--- src/rtl/lock_pkg.sv ---
// Shared definitions for the passcode lock: state codes, digit count and
// the digit-priority helper used when several keys fire together.
package lock_pkg;

    localparam int DIGIT_COUNT = 8;
    localparam int SEQ_W       = 4 * DIGIT_COUNT;

    typedef enum logic [3:0] {
        LS0   = 4'd0,
        LS1   = 4'd1,
        LS2   = 4'd2,
        LS3   = 4'd3,
        LS4   = 4'd4,
        LS5   = 4'd5,
        LS6   = 4'd6,
        LS7   = 4'd7,
        OPEN  = 4'd8,
        ALARM = 4'd9,
        INIT  = 4'd10
    } lock_state_t;

    // Highest-indexed active digit wins when several pulses coincide
    function automatic logic [3:0] highest_digit(input logic [15:0] pulses);
        logic [3:0] d;
        d = 4'd0;
        for (int i = 0; i < 16; i++) begin
            if (pulses[i]) begin
                d = 4'(i);
            end
        end
        return d;
    endfunction

endpackage

--- src/rtl/button_sync.sv ---
// Button conditioner: two-flop synchronizer followed by a rising-edge
// detector. A button must be seen low after reset before it can produce a
// press, so a key held through reset release stays silent.
module button_sync #(
    parameter int WIDTH = 1
) (
    input  logic             clk,
    input  logic             rst,
    input  logic [WIDTH-1:0] btn,
    output logic [WIDTH-1:0] pulse
);

    logic [WIDTH-1:0] meta;
    logic [WIDTH-1:0] sync;
    logic [WIDTH-1:0] prev;
    logic [WIDTH-1:0] armed;
    logic [1:0]       live;

    // Synchronizer, edge history and per-button arming after reset
    always_ff @(posedge clk) begin
        if (rst) begin
            meta  <= '0;
            sync  <= '0;
            prev  <= '0;
            armed <= '0;
            live  <= '0;
        end else begin
            meta  <= btn;
            sync  <= meta;
            prev  <= sync;
            live  <= {live[0], 1'b1};
            armed <= armed | ({WIDTH{live[1]}} & ~sync);
        end
    end

    assign pulse = sync & ~prev & armed;

endmodule

--- src/rtl/passcode_entry.sv ---
// Passcode lock controller: records an 8-digit password in INIT, then
// compares each 8-digit entry against it, opening or raising an alarm.
// Optional feature macro: ALARM_TIMEOUT_EN (auto-relock after ALARM_CYCLES).
module passcode_entry
    import lock_pkg::*;
#(
    parameter int ALARM_CYCLES = 1000
) (
    input  logic        clk,
    input  logic        rst,
    input  logic [15:0] key,
    input  logic        set,
    output logic [3:0]  state,
    output logic [31:0] seq
);

    logic [16:0]      pulses;
    logic [15:0]      key_pulse;
    logic             set_pulse;
    logic             digit_press;
    logic [3:0]       digit;
    logic [SEQ_W-1:0] shifted;

    lock_state_t      state_q, state_d;
    logic [SEQ_W-1:0] seq_q, seq_d;
    logic [SEQ_W-1:0] pw_q, pw_d;

    button_sync #(.WIDTH(17)) u_button_sync (
        .clk   (clk),
        .rst   (rst),
        .btn   ({set, key}),
        .pulse (pulses)
    );

    assign key_pulse   = pulses[15:0];
    assign set_pulse   = pulses[16];
    assign digit_press = |key_pulse;
    assign digit       = highest_digit(key_pulse);
    assign shifted     = {seq_q[SEQ_W-5:0], digit};

`ifdef ALARM_TIMEOUT_EN
    localparam int CNT_W = (ALARM_CYCLES > 1) ? $clog2(ALARM_CYCLES) : 1;
    logic [CNT_W-1:0] alarm_cnt_q, alarm_cnt_d;
    logic             alarm_done;

    assign alarm_done = (alarm_cnt_q == CNT_W'(ALARM_CYCLES - 1));

    // Alarm dwell counter, only running while in ALARM
    always_ff @(posedge clk) begin
        if (rst) begin
            alarm_cnt_q <= '0;
        end else begin
            alarm_cnt_q <= alarm_cnt_d;
        end
    end
`endif

    // Lock state, entered digits and stored password
    always_ff @(posedge clk) begin
        if (rst) begin
            state_q <= INIT;
            seq_q   <= '0;
            pw_q    <= '0;
        end else begin
            state_q <= state_d;
            seq_q   <= seq_d;
            pw_q    <= pw_d;
        end
    end

    // Next-state decisions driven by the one-cycle press pulses
    always_comb begin
        state_d = state_q;
        seq_d   = seq_q;
        pw_d    = pw_q;
`ifdef ALARM_TIMEOUT_EN
        alarm_cnt_d = '0;
`endif
        case (state_q)
            INIT: begin
                if (set_pulse) begin
                    pw_d    = seq_q;
                    seq_d   = '0;
                    state_d = LS0;
                end else if (digit_press) begin
                    seq_d = shifted;
                end
            end
            LS0, LS1, LS2, LS3, LS4, LS5, LS6: begin
                if (digit_press) begin
                    seq_d   = shifted;
                    state_d = lock_state_t'(state_q + 4'd1);
                end
            end
            LS7: begin
                if (digit_press) begin
                    seq_d   = shifted;
                    state_d = (shifted == pw_q) ? OPEN : ALARM;
                end
            end
            OPEN: begin
                if (set_pulse) begin
                    seq_d   = '0;
                    state_d = LS0;
                end
            end
            ALARM: begin
`ifdef ALARM_TIMEOUT_EN
                if (alarm_done) begin
                    seq_d   = '0;
                    state_d = LS0;
                end else begin
                    alarm_cnt_d = alarm_cnt_q + 1'b1;
                end
`endif
            end
            default: begin
                state_d = INIT;
            end
        endcase
    end

    assign state = state_q;
    assign seq   = seq_q;

endmodule

--- config.mk ---
export PLATFORM = sky130hd
export DESIGN_NAME = passcode_entry
export DESIGN_NICKNAME = d
export VERILOG_FILES = /design/src/rtl/lock_pkg.sv /design/src/rtl/button_sync.sv /design/src/rtl/passcode_entry.sv
export SDC_FILE = /design/constraint.sdc
export NUM_CORES = 1
export LEC_CHECK = 0
export CAP_MARGIN = 25
export CORE_UTILIZATION = 56
export DETAILED_ROUTE_END_ITERATION = 6
export MAX_ROUTING_LAYER = met4
export PLACE_DENSITY = 0.89
export SLEW_MARGIN = 0
export SYNTH_ARGS = -nofsm -noshare
export SYNTH_HDL_FRONTEND = slang
export SYNTH_SLANG_ARGS = --single-unit
--- constraint.sdc ---
create_clock -name clk -period 2.2 [get_ports clk]
set_clock_uncertainty 0.05 [all_clocks]
set_input_delay 0.66 -clock clk [delete_from_list [all_inputs] [get_ports clk]]
set_output_delay 0.66 -clock clk [all_outputs]
set_load 0.02 [all_outputs]
Yosys cells after proc, flatten, opt, wreduce, memory -nomap -nowiden. Cells that the tools add are included.

Register bits after elaboration: 138. Bits of input ports: 19. Output and inout bits: 36. Word-level logic and storage cells: 66.

Add/sub/neg operators: 1. Equal/unequal tests: 15. Mux-type cells: 25. Bitwise gates (word level): 7. Reductions and logical operators: 9.

Operator list (count): 32-bit 2-to-1 mux (3); 32-bit case mux with 3 select lines (1); 4-bit 2-to-1 mux (17); 17-bit AND (3); 17-bit NOT (2); 32-bit equality test (1); 17-bit OR (1); 4-bit by 3-bit equality test with 1-bit output (second input constant) (4); 4-bit case mux with 4 select lines (1); 16-bit OR reduction (1); 4-bit equality test (second input constant) (3); 4-bit by 2-bit equality test with 1-bit output (second input constant) (2); 8-bit OR reduction (1); 7-bit OR reduction (1); 2-bit inequality test (second input constant) (3); 4-bit by 1-bit adder with 4-bit output (second input constant) (1); 4-bit by 1-bit equality test with 1-bit output (second input constant) (1); 4-bit zero test (1); 2-bit AND reduction (2); 4-bit AND reduction (1); 1-bit 2-to-1 mux (3); 3-bit nonzero test (1); 2-bit by 1-bit inequality test with 1-bit output (second input constant) (1); 2-bit OR reduction (1); 1-bit NOT (1).

Logic depth before layout (Yosys ltp).
Depth after elaboration: 22. Gate-level depth with buffers: 10. Depth with buffers taken out: 9.

Cells and area by module. Synthesis repeated with hierarchy kept, for this count alone.

Cells, all modules: 566. Area, all modules: 5308.8 um^2.

Modules (own cells, without submodules): passcode_entry (times used 1, cells each 368, area an instance 3158.0 um^2, sequential area each 1361.3 um^2); button_sync (times used 1, cells each 198, area an instance 2150.8 um^2, sequential area each 1401.3 um^2).

Worst setup path after synthesis. No wires, ideal clock.

Path kind: reg2reg. From: register state_q[0] (netlist: state[0]). To: register seq_q[2] (netlist: seq[2]). Setup time: 132 ps. Arrival time: 1937 ps. Data required time: 2018 ps. Slack: 81 ps. Cell stages (with the launch flop): 11. Path buffers: 1. Clock period less this slack: 2119 ps. Cells stage by stage: dfxtp_1 > inv_1 > ha_1 > nor4_1 > nor2_1 > o21bai_1 > nand2_1 > nor2_2 > buf_6 > nor2_1 > a211oi_2.

Longest elaborated chain between the ends: 4. Elaborated cells between the ends (all ways): 15. Those cells by class: eq/ne: 10; mux: 1; reduce/logical: 4.

RTL lines: start, declared (RTL line passcode_entry.sv:24) `lock_state_t state_q, state_d;`; start signal, assigned (RTL line passcode_entry.sv:65) `state_q <= state_d;`; 4-bit by 3-bit equality test with 1-bit output (tied with other cells) (RTL line passcode_entry.sv:79) `case (state_q)`; 8-bit OR reduction (no source line); 3-bit nonzero test (no source line); 2-bit AND reduction (no source line); end signal, assigned (RTL line passcode_entry.sv:66) `seq_q <= seq_d;`; end, declared (RTL line passcode_entry.sv:25) `logic [SEQ_W-1:0] seq_q, seq_d;`.

Several ways; a longest one is shown, not always the timed one. A chain may end at the register's enable or synchronous reset.

Worst setup path in the final report.
From: register seq_q[9] (netlist: seq[9]). To: register state_q[0] (netlist: state[0]).

Longest elaborated chain between the ends: 4.

RTL lines: 32-bit equality test (RTL line passcode_entry.sv:98) `state_d = (shifted == pw_q) ? OPEN : ALARM;`; 1-bit 2-to-1 mux (RTL line passcode_entry.sv:98); 4-bit 2-to-1 mux (RTL line passcode_entry.sv:96) `if (digit_press) begin`; 4-bit case mux with 4 select lines (RTL line passcode_entry.sv:79).

No other way between the ends. The select of a mux whose other input is x is not followed.

==> flow_summary.ini <==
[run_status]
outcome = complete, but fails checks
violations = negative setup slack

[power]
powerDensity_nw_per_um2 = 964
leakagePower_nw = 2.91
ir_worst_vdd_mv = 0.608

[synthesis]
yosysWarnings = 0
muxShareOfSynthArea = 0.00189
synth_compound_area_frac = 0.121
synth-edff-count = 0
synthSimpleGateAreaFrac = 0.251
avgSynthCellArea_sq_um = 8.67
synth_top_family_by_area = simple AND/OR/NAND/NOR gates
synth_cell_types = 46
syn-num-nets = 633
netlist_area_sq_um = 5290
ys_seq_elements = 138
ys_async_sr_fraction = 0
synthCells = 610
ys_seq_area_frac = 0.522
synthFlopType = dfxtp_1
synthXorXnorAreaFrac = 0.0497
synth-adder-area-share = 0.00946

[detailed_routing]
routed_wl_microns = 13800
drc_errors = 0
wire_per_inst_microns = 16.6
postRouteAntennaNets = 0
via_per_inst = 5.66
first_pass_iters = 5
vias = 4702
drt_iter0_drc = 418

[clocking]
clkSinkCount = 138
cts_tree = yes
cts.clk_slew.worst_paths_ns = 0.07
cts_max_level = 4
cts_root_buffer = clkbuf_8
cts.path.max_buffers = 2
numCtsBuffers = 17
clock_latency_ns = 0.53
ctsHoldBuffers = 0

[sta]
tns_ns = -0.0450
layout_setup_ws_ns = -0.0450
finalHoldViolCount = 0
rsz0062_at_grt = yes
timing.fmax_ghz = 0.445
relSlewSlack = 0.557
finalCritPeriodShare = 1.02
worst_slew_pin_slew_ns = 0.664
setup_viol = 1
slew_violations = 0
fin_crit_ns = 2.25

[floorplanning]
initial_core_util = 0.575
rows = 35
fp.dieW_microns = 99.2
dieArea_sq_um = 9840
dieHeight_microns = 99.2
core_sq_um = 9200
io_pins = 55

[worst_hold_path]
hp-class = flop to flop

[placement]
gp_congestion = 0.839
dp_hpwl_microns = 7810
post-place-ws_ns = -0.153
placedCellCount = 794
portBuffers = 54

[worst_setup_path]
worst_path_max_delay_cell = nor4_4
path_max_fanout = 2
slowest_delay_ns = 0.35
path_cells = xor2_2 > nor4_4 > nand4_1 > nor4_4 > o221ai_2 > a211oi_2 > buf_4 > o22ai_2
start_kind = flop
crit_required_ns = 2.55
endpoint_kind = flop
worst-setup-path-type = flop to flop
cp_common_cell = nor4_4
critical_path_arrival_ns = 2.60
r2r_slack_ns = -0.05

[finish]
seq_area_sq_um = 2770
multiInputGateArea_sq_um = 2390
fillCellCount = 584
area_delta_synth_final_pct = 30.0
drive_gt1_frac = 0.168
final_cells = 831
nNetsFinal = 730
utilization = 0.747
diodes = 0

[global_routing]
grt_pass1_wl_microns = 22400
grt_max_degree = 107
grt_antenna_before_repair = 0
grt_pass1_vias = 4672
gr-total-overflow = 0
grt_usage = 0.300

[job]
maxCapViolCount = 0
-- path summary, 6_finish.rpt --
| check | start | end | depth (start not counted) |
|---|---|---|---|
| worst max-delay path | seq[9] | state[0] | 8 |
| worst min register to register | u_button_sync.meta[1] | u_button_sync.sync[1] | 1 |
| worst max register to register | seq[9] | state[0] | 8 |
| worst min-delay path | u_button_sync.meta[1] | u_button_sync.sync[1] | 1 |
-- through the flow --
step           hold slack [ns]  instance area [sq um]  power (mW)
4_1_cts                  0.388                   6810        6.53
3_3_place_gp             0.368                   6200        3.79
3_5_place_dp             0.373                   6220        3.84
6_report                 0.386                   6870        6.63
2_1_floorplan            0.364                   5290        3.41
5_1_grt                  0.406                   6870        6.87
-- logic make-up after synthesis --
| kind of cell | count (synthesis) |
|---|---|
| mux | 1 |
| buf+inv | 52 |
| flops | 138 |
| compound gates | 108 |
| xor+xnor | 30 |
| fa+ha+maj | 4 |
| simple gates | 277 |
-- repair_timing --
| action | CTS | global route |
|---|---|---|
| hold endpoints to repair | 0 | 0 |
| buffers inserted | 3 | 2 |
| setup endpoints to repair | 55 | 32 |
| resized for setup | 49 | 8 |
| pin swaps | 11 | 6 |
-- area by class of cell --
type,instances,share of cell area
Clock buffer,17,0.0603
Sequential cell,138,0.403
Multi-Input combinational cell,420,0.348
Clock inverter,15,0.0206
Tap cell,111,0.0202
Inverter,21,0.0115
Timing Repair Buffer,109,0.137
-- layout by cell type, fill, tap and decap left out, types with 17 or more instances in the layout --
master           instances
nor2b_1                 36
a21oi_1                 73
inv_1                   21
dlygate4sd2_1           36
nor2_1                  47
buf_4                   51
nand2_1                139
dfxtp_1                135
clkdlybuf4s50_1         17
-- state kept, by name (all words and copies together) (netlist names) --
register / cells
state: 4
u_button_sync.sync: 17
u_button_sync.meta: 17
u_button_sync.live: 2
seq: 32
pw_q: 32
u_button_sync.armed: 17
u_button_sync.prev: 17
-- synthesized netlist by cell type, types with 5 or more instances --
master | n | area [sq um]
nand2_1 | 139 | 522
dfxtp_1 | 138 | 2760
a21oi_1 | 73 | 365
nor2_1 | 47 | 176
nor2b_1 | 36 | 225
clkbuf_1 | 22 | 82.6
inv_1 | 21 | 78.8
xor2_1 | 17 | 149
xnor2_1 | 13 | 114
nand3b_1 | 11 | 82.6
a21oi_2 | 10 | 87.6
nand4_1 | 8 | 50.1
nor4_1 | 6 | 37.5
o21ai_0 | 6 | 30.0
and2_1 | 5 | 31.3
and3b_1 | 5 | 43.8
-- routing by layer --
metal / part of all wire / vias up / wire length [microns] / track usage
li1: - / 2188 / - / -
met1: 0.38 / 2212 / 5280 / 0.321
met2: 0.51 / 237 / 7080 / 0.514
met3: 0.062 / 65 / 860 / 0.0780
met4: 0.040 / 0 / 550 / 0.153
met5: 0 / - / 0 / -
-- worst max-delay path: cells and delay by family, from the launching register on --
kind / cells / cell delay, ns
buffers and inverters: 1 / 0.15
flip-flops: 1 / 0.34
XOR/XNOR: 1 / 0.21
AO/OA/AOI/OAI: 3 / 0.39
AND/OR/NAND/NOR: 3 / 0.97
-- report_power, final --
group | switching, mW | internal [mW]
registers | 0.0873 | 2.60
logic | 0.699 | 0.552
clock network | 1.24 | 1.45
(Power assumes the default switching activity.)
